[config.mk]
export PLATFORM = sky130hd
export DESIGN_NAME = dkong_input_conditioner_flat
export DESIGN_NICKNAME = d
export VERILOG_FILES = /design/src/rtl/dkong_input_conditioner_if.sv /design/src/rtl/dkong_input_conditioner.sv /design/src/flat_wrapper.sv
export SDC_FILE = /design/constraint.sdc
export NUM_CORES = 1
export LEC_CHECK = 0
export ABC_CLOCK_PERIOD_IN_PS = 2300
export BUFFER_PORTS_ARGS = -buffer_cell sky130_fd_sc_hd__buf_2
export CAP_MARGIN = 20
export CORE_MARGIN = 5
export CORE_UTILIZATION = 35
export DETAILED_ROUTE_END_ITERATION = 7
export GPL_TIMING_DRIVEN = 0
export RECOVER_POWER = 50
export REMOVE_ABC_BUFFERS = 1
export SYNTH_ARGS = -nofsm -noshare
export SYNTH_HDL_FRONTEND = slang
export SYNTH_SLANG_ARGS = --single-unit
[constraint.sdc]
create_clock -name masterclk -period 2.3 [get_ports masterclk]
set_input_delay 0.345 -clock masterclk [delete_from_list [all_inputs] [get_ports masterclk]]
set_output_delay 0.345 -clock masterclk [all_outputs]
set_load 0.005 [all_outputs]
[src/rtl/dkong_input_conditioner_if.sv]
// Bundle of cabinet-control signals between the board pins and the input conditioner.
// Latency: none, plain wires.
// Backpressure: none; levels and strobes only.
// Ports: raw_in (pins -> conditioner), cond_out/rise_stb/fall_stb/any_active (conditioner -> system).
interface dkong_input_conditioner_if #(
  parameter int NUM_CH = 13
);
  logic [NUM_CH-1:0] raw_in;
  logic [NUM_CH-1:0] cond_out;
  logic [NUM_CH-1:0] rise_stb;
  logic [NUM_CH-1:0] fall_stb;
  logic              any_active;

  // master: the pin side that drives raw switch levels and consumes conditioned results
  modport master (
    output raw_in,
    input  cond_out, rise_stb, fall_stb, any_active
  );

  // slave: the conditioner itself
  modport slave (
    input  raw_in,
    output cond_out, rise_stb, fall_stb, any_active
  );
endinterface

[src/rtl/dkong_input_conditioner.sv]
// Cabinet-control conditioner: polarity fix, synchroniser, debounce, edge strobes, optional coin one-shot.
// Latency: SYNC_STAGES+DEBOUNCE_CYCLES edges to accept a clean edge, strobes/outputs one edge later.
// Backpressure: none; free-running, every output is a registered level or single-cycle strobe.
// Ports: masterclk, rst_n (async active-low), io.raw_in (async switches),
//        io.cond_out / io.rise_stb / io.fall_stb / io.any_active (registered results).
module dkong_input_conditioner #(
  parameter int                NUM_CH          = 13,
  parameter int                SYNC_STAGES     = 2,
  parameter logic [15:0]       DEBOUNCE_CYCLES = 16'd5000,
  parameter logic [NUM_CH-1:0] ACTIVE_LOW_MASK = '0,
  parameter logic [NUM_CH-1:0] PULSE_CH_MASK   = '0,
  parameter int                PULSE_CYCLES    = 16
) (
  input logic                      masterclk,
  input logic                      rst_n,
  dkong_input_conditioner_if.slave io
);

  localparam int DB = int'(DEBOUNCE_CYCLES);
  // A zero-cycle debounce still keeps a 1-bit counter so the array is never zero-width.
  localparam int CW = (DB > 0) ? $clog2(DB + 1) : 1;
  localparam int PW = $clog2(PULSE_CYCLES + 1);

  // Inversion happens ahead of the first flop, so every later stage sees active-high.
  logic [NUM_CH-1:0] norm;
  logic [NUM_CH-1:0] syn;
  logic [NUM_CH-1:0] sync_q [SYNC_STAGES];

  logic [NUM_CH-1:0] stable_q, stable_d;
  logic [NUM_CH-1:0] stable_dly_q;
  logic [CW-1:0]     cnt_q [NUM_CH];
  logic [CW-1:0]     cnt_d [NUM_CH];

  logic [NUM_CH-1:0] press, rel;
  logic [PW-1:0]     pcnt_q [NUM_CH];
  logic [PW-1:0]     pcnt_d [NUM_CH];
  logic [NUM_CH-1:0] cond_q, cond_d;
  logic [NUM_CH-1:0] rise_q, fall_q;
  logic              any_q;

  assign norm = io.raw_in ^ ACTIVE_LOW_MASK;
  assign syn  = sync_q[SYNC_STAGES-1];

  // Debounce: a change is accepted only after DB consecutive cycles of disagreement;
  // any cycle of agreement throws the partial count away.
  always_comb begin
    stable_d = stable_q;
    for (int i = 0; i < NUM_CH; i++) begin
      cnt_d[i] = '0;
      if (DB == 0) begin
        stable_d[i] = syn[i];
      end else if (syn[i] != stable_q[i]) begin
        if (cnt_q[i] == CW'(DB - 1)) begin
          stable_d[i] = syn[i];
        end else begin
          cnt_d[i] = cnt_q[i] + CW'(1);
        end
      end
    end
  end

  // stable_q changed on the previous edge exactly when it differs from its delayed copy.
  assign press = stable_q & ~stable_dly_q;
  assign rel   = ~stable_q & stable_dly_q;

  // Pulse channels load only from idle, so a press landing inside a running pulse is dropped
  // and a held switch yields one pulse (the next press needs an accepted release first).
  always_comb begin
    for (int i = 0; i < NUM_CH; i++) begin
      pcnt_d[i] = '0;
      cond_d[i] = stable_q[i];
      if (PULSE_CH_MASK[i]) begin
        if (press[i] && (pcnt_q[i] == '0)) begin
          pcnt_d[i] = PW'(PULSE_CYCLES);
        end else if (pcnt_q[i] != '0) begin
          pcnt_d[i] = pcnt_q[i] - PW'(1);
        end
        // Output follows the counter value being loaded this edge.
        cond_d[i] = (press[i] && (pcnt_q[i] == '0)) || (pcnt_q[i] > PW'(1));
      end
    end
  end

  always_ff @(posedge masterclk or negedge rst_n) begin
    if (!rst_n) begin
      for (int s = 0; s < SYNC_STAGES; s++) sync_q[s] <= '0;
      for (int i = 0; i < NUM_CH; i++) begin
        cnt_q[i]  <= '0;
        pcnt_q[i] <= '0;
      end
      stable_q     <= '0;
      stable_dly_q <= '0;
      cond_q       <= '0;
      rise_q       <= '0;
      fall_q       <= '0;
      any_q        <= 1'b0;
    end else begin
      sync_q[0] <= norm;
      for (int s = 1; s < SYNC_STAGES; s++) sync_q[s] <= sync_q[s-1];
      for (int i = 0; i < NUM_CH; i++) begin
        cnt_q[i]  <= cnt_d[i];
        pcnt_q[i] <= pcnt_d[i];
      end
      stable_q     <= stable_d;
      stable_dly_q <= stable_q;
      cond_q       <= cond_d;
      rise_q       <= press;
      fall_q       <= rel;
      any_q        <= |stable_q;
    end
  end

  assign io.cond_out   = cond_q;
  assign io.rise_stb   = rise_q;
  assign io.fall_stb   = fall_q;
  assign io.any_active = any_q;

endmodule

[src/flat_wrapper.sv]
// flat-port wrapper written by rule: the top's interface ports become plain ports
module dkong_input_conditioner_flat 
#(
  parameter int                NUM_CH          = 13,
  parameter int                SYNC_STAGES     = 2,
  parameter logic [15:0]       DEBOUNCE_CYCLES = 16'd5000,
  parameter logic [NUM_CH-1:0] ACTIVE_LOW_MASK = '0,
  parameter logic [NUM_CH-1:0] PULSE_CH_MASK   = '0,
  parameter int                PULSE_CYCLES    = 16
)
  (masterclk, rst_n, io_raw_in, io_cond_out, io_rise_stb, io_fall_stb, io_any_active);
  dkong_input_conditioner_if #(.NUM_CH(NUM_CH)) io_i ();
  input logic masterclk;
  input logic rst_n;
  input wire logic [$bits(io_i.raw_in)-1:0] io_raw_in;
  output wire logic [$bits(io_i.cond_out)-1:0] io_cond_out;
  output wire logic [$bits(io_i.rise_stb)-1:0] io_rise_stb;
  output wire logic [$bits(io_i.fall_stb)-1:0] io_fall_stb;
  output wire logic [$bits(io_i.any_active)-1:0] io_any_active;
  assign io_i.raw_in = io_raw_in;
  assign io_cond_out = io_i.cond_out;
  assign io_rise_stb = io_i.rise_stb;
  assign io_fall_stb = io_i.fall_stb;
  assign io_any_active = io_i.any_active;
  dkong_input_conditioner #(.NUM_CH(NUM_CH), .SYNC_STAGES(SYNC_STAGES), .DEBOUNCE_CYCLES(DEBOUNCE_CYCLES), .ACTIVE_LOW_MASK(ACTIVE_LOW_MASK), .PULSE_CH_MASK(PULSE_CH_MASK), .PULSE_CYCLES(PULSE_CYCLES)) u_core (.masterclk(masterclk), .rst_n(rst_n), .io(io_i));
endmodule
==> impl_metrics.py <==
metrics = {
    "synthesis": {
        "synth_top_family_by_area": "simple AND/OR/NAND/NOR gates",
        "synth-xor-area-share": 0.130,
        "ys_ff_latch": 248,
        "synth_cell_types": 31,
        "synth_commonest_cells": "248 x dfrtp_1, 197 x nor2_1, 110 x xnor2_1",
        "yosysWarnings": 0,
        "syn_avg_cell_area_sq_um": 11.0,
        "yosysTopAreaCellShare": 0.593,
        "synth.area.mux_share": 0.0151,
        "yosysTopAreaCell": "dfrtp_1",
        "synthAdderAreaFrac": 0.0156,
        "synth-simple-area-share": 0.227,
        "syn_area_sq_mm": 0.0105,
        "yosysMostFrequentCell": "dfrtp_1",
        "synth_compound_area_frac": 0.000957,
        "netlist_instances": 953,
        "synth-seq-area-share": 0.593,
        "yosys-top-cells-area": "dfrtp_1 59%, xnor2_1 9.2%, nor2_1 7.1%",
        "synth_edf_count": 0,
        "synth_flop_cell": "dfrtp_1",
        "synthArstFlopShare": 1.00,
    },
    "job": {
        "drv_cap": 0,
    },
    "grt": {
        "grt_usage": 0.110,
        "grt_pass1_wl_um": 31400,
        "antenna_found_initial": 0,
        "gr-total-overflow": 0,
        "grt_pass1_vias": 6573,
        "grt_max_degree": 113,
    },
    "clocking": {
        "cts_buffer_depth": 3,
        "cts_setup_buffers": 0,
        "h-tree-depth": 1,
        "cts_root_buffer": "clkbuf_16",
        "clk_pin_slew_ns": 0.06,
        "cts_tree": "done",
        "clk_latency_ns": 0.53,
        "clock_sinks": 248,
        "cts_inserted_buffers": 26,
        "cts_resized": 0,
    },
    "detailed_routing": {
        "drc": 0,
        "wl_per_cell_um": 12.5,
        "firstDrtPassIters": 4,
        "drtAntennaViolNets": 0,
        "wirelength_um": 18100,
        "drt_iter0_markers": 327,
        "via_count": 6659,
        "vias_per_cell": 4.61,
    },
    "sta": {
        "finalCritPeriodShare": 0.890,
        "rsz0062_at_grt": "no",
        "fmax_mhz": 488,
        "slew_violations": 0,
        "worst_pin_slew_ns": 0.902,
        "slew_headroom": 0.393,
        "fin_crit_ns": 2.05,
        "skew_ns": 0.0227,
        "setup_viol_count_final": 0,
        "hold_violations": 0,
    },
    "critical_path": {
        "r2r_end": "u_core.cnt_q[164]$_DFF_PN0_",
        "crit_start": "u_core.cnt_q[161]$_DFF_PN0_",
        "arrival_ns": 2.44,
        "cp_slowest_cell": "or4_4",
        "end_kind": "register",
        "critPathLaunchType": "register",
        "r2r_start": "u_core.cnt_q[161]$_DFF_PN0_",
        "worstPathRequired_ns": 2.69,
        "rrSetupSlack_ns": 0.25,
        "critPathKind": "register to register",
        "cp_slowest_stage_delay_ns": 0.55,
        "cp_max_fo": 12,
        "reg2reg_depth": 4,
        "cp_cell_sequence": "or4b_1, or4_4, nand2_1, nor2_1",
    },
    "final_layout": {
        "fillers": 2839,
        "nets": 1066,
        "diodes": 0,
        "drive_gt1_frac": 0.0928,
        "area_growth_pct": 15.6,
        "final_util": 0.409,
    },
    "floorplan": {
        "rows": 63,
        "io_pins": 55,
        "coreArea_sq_mm": 0.0296,
        "die_w_um": 183,
        "die-area_sq_mm": 0.0334,
        "die_y_um": 183,
        "start_util": 0.354,
    },
    "hold_path": {
        "hp-class": "input port to asynchronous set/reset pin",
    },
    "power_and_ir_drop": {
        "ir_worst_vdd_v": 0.000506,
        "leakagePower_nw": 5.26,
        "totalPowerFinal_mw": 8.62,
        "powerDensity_mw_per_mm2": 713,
    },
    "run_status": {
        "status": "finished clean",
    },
    "placement": {
        "place.gp.congestion": 0.804,
        "dp_hpwl_um": 11900,
        "io_buffers": 54,
    },
}
registers in the layout, summed over array words and instances (netlist names):
signal,cells
u_core.cond_d,13
u_core.sync_q,13
u_core.stable_dly_q,13
u_core.io.rise_stb,13
u_core.syn,13
u_core.io.fall_stb,13
u_core.io.any_active,1
u_core.cnt_q,169
report_power, final:
| part | total, mW | leakage, nW | internal (mW) | switching (mW) |
|---|---|---|---|---|
| Sequential | 4.51 | 3.37 | 4.44 | 0.0720 |
| Clock | 3.83 | 0.383 | 2.18 | 1.64 |
| Combinational | 0.281 | 1.51 | 0.101 | 0.181 |
per-layer routing:
metal,track usage,up-vias,wire [um]
met5,0,-,0
met4,0.0283,0,406
met3,0.0220,28,696
met2,0.174,75,7890
met1,0.156,3197,9090
li1,-,3359,-
worst max path at each step:
stage	cells after the start	to	slack, ns
after detailed placement	4	u_core.cnt_q[164]$_DFF_PN0_	0.22
after global routing	4	u_core.cnt_q[166]$_DFF_PN0_	0.15
after CTS	4	u_core.cnt_q[164]$_DFF_PN0_	0.21
final	4	u_core.cnt_q[164]$_DFF_PN0_	0.25
after floorplan	4	u_core.cnt_q[158]$_DFF_PN0_	0.44
after global placement	1	u_core.cnt_q[30]$_DFF_PN0_	-3.65
per-stage QoR:
step | std cells | setup TNS [ns] | hold slack (ns) | area (sq um) | worst slack [ns]
detailed placement | 1386 | 0 | 0.268 | 11200 | 0.224
global route | 1446 | 0 | 0.324 | 12100 | 0.146
finish | 1446 | 0 | 0.291 | 12100 | 0.252
floorplan | 940 | 0 | 0.0494 | 10400 | 0.443
CTS | 1446 | 0 | 0.289 | 12100 | 0.214
global placement | 1384 | -896.95 | 0.333 | 11100 | -3.65
critical path, delay by kind of cell, from the launching register on:
kind	cells	cell delay, ns
simple gates	4	1.49
flops	1	0.42
timing repair:
action / CTS / global route
setup endpoints to repair: 0 / 0
hold buffers: 14 / 0
hold endpoints to repair: 60 / 0
cells by family (layout without fill, tap and decap cells):
group | after synthesis | count (layout)
xor+xnor | 155 | 155
fa+ha+maj | 13 | 13
buf+inv | 44 | 147
flops | 248 | 248
simple gates | 478 | 478
mux | 13 | 13
compound gates | 2 | 2
area by class of cell:
type	count	area, sq um	share of cell area
Clock buffer	38	726	0.0600
Timing Repair Buffer	70	449	0.0371
Tap cell	390	488	0.0403
Multi-Input combinational cell	661	4060	0.335
Sequential cell	248	6210	0.513
Inverter	31	116	0.00962
Clock inverter	8	53.8	0.00445
layout by cell type, fill, tap and decap left out, types with 2 or more instances in the layout:
master,count
and3_1,11
nor4bb_1,3
or3_1,4
and2_1,5
nand4_1,38
or2_2,7
mux2_2,10
buf_2,32
clkbuf_16,26
ha_1,13
or4bb_1,7
or4b_1,3
or4_4,3
or4_1,7
nor2b_1,26
xnor2_1,110
clkinv_2,6
xor2_1,45
dfrtp_1,248
and4_1,6
mux2_4,3
nor4_1,23
nor3_1,40
inv_1,31
clkbuf_1,30
nand2_1,45
buf_16,2
nand3_1,50
nor2_1,197
dlygate4sd3_1,14
nand2_2,2
clkbuf_8,3
No activity file was read; power rests on OpenSTA's default activity.
